===== config.mk =====
export PLATFORM = sky130hd
export DESIGN_NAME = mux3_rr_arbiter
export DESIGN_NICKNAME = d
export VERILOG_FILES = /design/src/rtl/mux3_arb_pkg.sv /design/src/rtl/mux3_rr_pick.sv /design/src/rtl/mux3_rr_arbiter.sv
export SDC_FILE = /design/constraint.sdc
export NUM_CORES = 1
export LEC_CHECK = 0
export CAP_MARGIN = 5
export CORE_MARGIN = 10
export CORE_UTILIZATION = 40
export DETAILED_ROUTE_END_ITERATION = 7
export GPL_TIMING_DRIVEN = 0
export PLACE_DENSITY = 0.66
export SYNTH_ARGS = -nofsm -noshare
export SYNTH_HDL_FRONTEND = slang
export SYNTH_SLANG_ARGS = --single-unit
export TNS_END_PERCENT = 50

===== constraint.sdc =====
create_clock -name CK -period 2.6 [get_ports CK]
set_clock_uncertainty 0.15 [all_clocks]
set_input_delay 0.52 -clock CK [delete_from_list [all_inputs] [get_ports CK]]
set_output_delay 0.52 -clock CK [all_outputs]
set_load 0.005 [all_outputs]

===== src/rtl/mux3_arb_pkg.sv =====
// Shared types and helpers for the 3-source select arbiter (see mux3_rr_arbiter).
// The MUX3_ARB_PRIO_EN option is handled in the top; nothing here depends on it.
package mux3_arb_pkg;

  typedef enum logic {
    IDLE  = 1'b0,
    GRANT = 1'b1
  } state_t;

  // Source index; only 0..2 are legal.
  typedef logic [1:0] src_t;

  localparam src_t SRC_A0 = 2'd0;
  localparam src_t SRC_A1 = 2'd1;
  localparam src_t SRC_A2 = 2'd2;

  // {sl1, sl0} for each source; 2'b11 is never driven.
  localparam logic [1:0] SEL_A0 = 2'b00;
  localparam logic [1:0] SEL_A1 = 2'b01;
  localparam logic [1:0] SEL_A2 = 2'b10;

  function automatic src_t src_inc(input src_t s);
    return (s == SRC_A2) ? SRC_A0 : src_t'(s + 2'd1);
  endfunction

  function automatic logic [2:0] src_onehot(input src_t s);
    return 3'(3'b001 << s);
  endfunction

  function automatic logic [1:0] src_sel(input src_t s);
    case (s)
      SRC_A1:  return SEL_A1;
      SRC_A2:  return SEL_A2;
      default: return SEL_A0;
    endcase
  endfunction

endpackage


===== src/rtl/mux3_rr_pick.sv =====
// Combinational rotate-priority picker: first set request scanning upward
// from rr_ptr, wrapping modulo 3.
module mux3_rr_pick
  import mux3_arb_pkg::*;
(
  input  logic [2:0] req,
  input  src_t       rr_ptr,
  output logic [2:0] onehot,
  output src_t       idx,
  output logic       any
);

  src_t p0;
  src_t p1;
  src_t p2;

  assign p0  = rr_ptr;
  assign p1  = src_inc(p0);
  assign p2  = src_inc(p1);
  assign any = |req;

  always_comb begin
    idx = p0;
    if (req[p0]) begin
      idx = p0;
    end else if (req[p1]) begin
      idx = p1;
    end else if (req[p2]) begin
      idx = p2;
    end
    onehot = any ? src_onehot(idx) : 3'b000;
  end

endmodule


===== src/rtl/mux3_rr_arbiter.sv =====
// Round-robin arbiter with burst lock driving the 3:1 mux selects (sl1/sl0) and a one-hot grant.
// Define MUX3_ARB_PRIO_EN to give source A2 strict priority over A0/A1.
module mux3_rr_arbiter
  import mux3_arb_pkg::*;
#(
  parameter int BURST_MAX = 4,
  parameter int CNT_W     = 3
) (
  input  logic             CK,
  input  logic             RN,
  input  logic [2:0]       req,
  input  logic [2:0]       last,
  input  logic             ds_ready,
  output logic [2:0]       gnt,
  output logic             sl0,
  output logic             sl1,
  output logic             out_valid,
  output logic [CNT_W-1:0] beat_cnt,
  output state_t           fsm_state
);

  state_t           state_q, state_d;
  src_t             g_q, g_d;
  src_t             rr_q, rr_d;
  logic [2:0]       gnt_q, gnt_d;
  logic [1:0]       sel_q, sel_d;
  logic [CNT_W-1:0] cnt_q, cnt_d, cnt_inc;

  logic             granted;
  logic             accept;
  logic             burst_end;
  logic             release_now;
  logic [2:0]       cand;
  logic [2:0]       pick_req;
  src_t             pick_ptr;
  logic [2:0]       pick_oh;
  src_t             pick_idx;
  logic             pick_any;
  logic [2:0]       win_oh;
  src_t             win_idx;
  logic             win_any;

  // Handshake: a beat transfers on a cycle where out_valid && ds_ready;
  // out_valid follows the granted source's req, and nothing advances while ds_ready is low.
  assign granted     = (state_q == GRANT);
  assign out_valid   = granted && req[g_q];
  assign accept      = out_valid && ds_ready;
  assign cnt_inc     = cnt_q + CNT_W'(1);
  assign burst_end   = last[g_q] || (cnt_inc == CNT_W'(BURST_MAX));
  assign release_now = granted && (!req[g_q] || (accept && burst_end));

  // On release the current holder is excluded and the scan starts just past it.
  assign cand     = granted ? (req & ~gnt_q) : req;
  assign pick_ptr = granted ? src_inc(g_q) : rr_q;

`ifdef MUX3_ARB_PRIO_EN
  assign pick_req = cand & 3'b011;
  assign win_any  = req[2] || pick_any;
  assign win_idx  = req[2] ? SRC_A2 : pick_idx;
  assign win_oh   = req[2] ? 3'b100 : pick_oh;
`else
  assign pick_req = cand;
  assign win_any  = pick_any;
  assign win_idx  = pick_idx;
  assign win_oh   = pick_oh;
`endif

  mux3_rr_pick u_pick (
    .req    (pick_req),
    .rr_ptr (pick_ptr),
    .onehot (pick_oh),
    .idx    (pick_idx),
    .any    (pick_any)
  );

  always_comb begin
    state_d = state_q;
    g_d     = g_q;
    rr_d    = rr_q;
    gnt_d   = gnt_q;
    sel_d   = sel_q;
    cnt_d   = cnt_q;
    case (state_q)
      IDLE: begin
        if (win_any) begin
          state_d = GRANT;
          g_d     = win_idx;
          gnt_d   = win_oh;
          sel_d   = src_sel(win_idx);
          cnt_d   = '0;
        end
      end
      GRANT: begin
        if (release_now) begin
          rr_d  = src_inc(g_q);
          cnt_d = '0;
          if (win_any) begin
            g_d   = win_idx;
            gnt_d = win_oh;
            sel_d = src_sel(win_idx);
          end else begin
            state_d = IDLE;
            gnt_d   = 3'b000;
          end
        end else if (accept) begin
          cnt_d = cnt_inc;
        end
      end
      default: begin
        state_d = IDLE;
        gnt_d   = 3'b000;
      end
    endcase
  end

  always_ff @(posedge CK or negedge RN) begin
    if (!RN) begin
      state_q <= IDLE;
      g_q     <= SRC_A0;
      rr_q    <= SRC_A0;
      gnt_q   <= 3'b000;
      sel_q   <= SEL_A0;
      cnt_q   <= '0;
    end else begin
      state_q <= state_d;
      g_q     <= g_d;
      rr_q    <= rr_d;
      gnt_q   <= gnt_d;
      sel_q   <= sel_d;
      cnt_q   <= cnt_d;
    end
  end

  assign gnt       = gnt_q;
  assign sl1       = sel_q[1];
  assign sl0       = sel_q[0];
  assign beat_cnt  = cnt_q;
  assign fsm_state = state_q;

  a_gnt_onehot0 : assert property (@(posedge CK) disable iff (!RN) $onehot0(gnt_q));
  a_sel_legal   : assert property (@(posedge CK) disable iff (!RN) sel_q != 2'b11);
  a_ptr_legal   : assert property (@(posedge CK) disable iff (!RN) rr_q != 2'd3);

endmodule


==> metrics.cfg <==
[power_and_ir_drop]
cellPowerDensity_nw_per_um2=1070
p_leak_nw=0.509
irDropWorstVdd_v=0.000641
total_power_w=0.00119

[floorplan]
die_area_um2=4440
initial_core_util_pct=43.1
die_x_um=66.7
coreArea_um2=2020
rows=16
fp.dieH_um=66.7
ioPinCount=19

[yosys]
synth.cell_area_um2=871
synth_cells=85
yosys.area.top_type=dfrtp_1
ys.flop_type=dfrtp_1
synth-edff-count=0
yosysTopAreaCellShare_pct=37.4
seq_area_frac_synth_pct=37.4
synth.area.top_cells=dfrtp_1 37%, a32o_1 5.7%, mux2_4 5.2%
ys_types=40
synth_warnings=0
syn_avg_cell_area_um2=10.2
async_reset_ff_share_pct=100
synth_nets=96
ys_ff_latch=13

[placed_design]
numPortBuffers=18
place_hpwl_um=1580
place.gp.congestion=0.866
dp.cells=130

[routing]
ant_nets=0
routedWlPerCell_um=14.8
dr.first_iter.drc_count=44
dr_total_vias=731
first_pass_iters=4
drt_wl_total_um=2000
drt-vias-per-instance=5.41
remaining_drc_errors=0

[sta]
slew_headroom_pct=60.6
worstMarginPinSlew_ns=0.589
max_freq_mhz=415
slew_viol_final=0
totalNegativeSetupSlack_ns=0
period_share_pct=92.7
setup_viol=0
hold_viol_final=0
rsz0062_at_grt=no
period_needed_ns=2.41

[clocking]
cts_max_level=1
clockBufferDepth=2
root_buffer=clkbuf_4
clock_sinks=13
numCtsBuffers=3
cts_tree=built
cts.clk_slew.worst_paths_ns=0.08
clkLatencyLatePin_ns=0.27
cts_hold_buf=0

[hold_path]
hp-class=reg -> reg
min_from=sel_q[1]

[layout]
finalCoreUtilization_pct=55.4
diodes=0
drive_gt1_share_pct=17.6
fin_cells=135
area_growth_pct=28.6
nets=120
fill_cells=187

[run]
cap_violations=0

[global_route]
grt_max_degree=14
grt_use_total_pct=9.62
grt_pass1_vias=662
grt_first_pass_wirelength_um=3230
antenna_found_initial=0
grt_overflow=0

[critical_path]
critPathKind=in -> out
end_kind=primary output
path_max_fanout=5
reg2reg_from=g_q[0]
critPathRequiredTime_ns=1.93
arrival_ns=1.74
crit_start=req[0]
critPathLaunchType=primary input

[run_status]
outcome=complete, no violations

-- registers in the layout (all words and copies together), names as in the netlist --
name       count
rr_q           2
sel_q          2
g_q            2
beat_cnt       3
gnt            3
fsm_state      1
-- layer usage --
layer	vias up	track usage [%]	share of wire, %
met5	-	0	0
met3	5	4.18	7.9
met2	24	15.0	49
li1	366	-	-
met4	0	3.93	1.3
met1	336	11.2	42
-- critical path, stage by stage --
cell and delay [ns]:
dlygate4sd2_1 0.29, mux2i_1 0.11, o22ai_2 0.18, and2_1 0.14
clkdlybuf4s50_1 0.50
-- timing repair --
item | in CTS | in global routing
pin swaps | 1 | 0
hold endpoints to repair | 0 | 0
gates resized for setup | 2 | 1
setup buffers | 1 | 0
endpoints found under the setup margin | 1 | 1
-- synthesized netlist by cell type, drive strengths merged (2+ instances only) --
cell type,count
dfrtp,13
nand2,7
a21o,2
inv,3
a21boi,4
and2,2
o21ai,4
a21oi,4
nor3b,3
mux2,4
nand3,2
o21bai,2
nor2,6
ha,2
a32o,5
buf,4
-- cells in the final DEF, fill, tap and decap left out, types with 2 or more instances in the layout --
cell,n
nand3_1,2
a21boi_0,4
buf_2,3
a21o_1,2
clkbuf_4,3
inv_1,3
a21oi_1,4
clkdlybuf4s50_1,15
dfrtp_1,13
o21ai_1,2
ha_1,2
nor2_1,6
dlygate4sd2_1,2
nor3b_1,3
o21bai_1,2
a32o_1,5
mux2_4,3
nand2_1,6
-- stage by stage --
step | setup WS, ns | instance area, um2 | hold WS, ns
6_report | 0.189 | 1120 | 0.345
5_1_grt | 0.0893 | 1120 | 0.360
4_1_cts | 0.0420 | 1120 | 0.351
3_5_place_dp | -0.222 | 1080 | 0.332
3_3_place_gp | -0.211 | 1080 | 0.333
2_1_floorplan | 0.584 | 871 | 0.0744
-- final timing paths --
kind / end / slack, ns / cells after the start
setup reg to reg: g_q[1] / 0.45 / 6
min in group asynchronous: rr_q[1] / 0.46 / 1
hold / removal: sel_q[1] / 0.34 / 1
hold reg to reg: sel_q[1] / 0.34 / 1
max in group asynchronous: beat_cnt[2] / 1.46 / 1
setup / recovery: out_valid / 0.19 / 5
-- where the power goes --
group	internal [W]	total, W	switching, W
Sequential	0.000277	0.000335	0.0000572
Clock	0.0000571	0.000123	0.0000664
Combinational	0.000389	0.000735	0.000346
Total	0.000724	0.00119	0.000469
-- logic make-up after synthesis --
family          Yosys count  share of synthesized area [%]
mux                       5                           7.61
buf+inv                   7                           4.31
flops                    13                           37.4
fa+ha+maj                 2                           2.87
compound gates           30                           29.6
xor+xnor                  1                           1.01
simple gates             27                           17.2
-- layout make-up --
cell class / count / area, um2 / area share (%)
timing repair buffer: 19 / 188 / 16.8
buffer: 4 / 26.3 / 2.35
multi-input combinational: 65 / 508 / 45.4
inverter: 3 / 11.3 / 1.01
clock inverter: 1 / 5.00 / 0.447
tap: 27 / 33.8 / 3.02
clock buffer: 3 / 22.5 / 2.01
sequential: 13 / 325 / 29.1
Power figures use the tool's default switching activity.
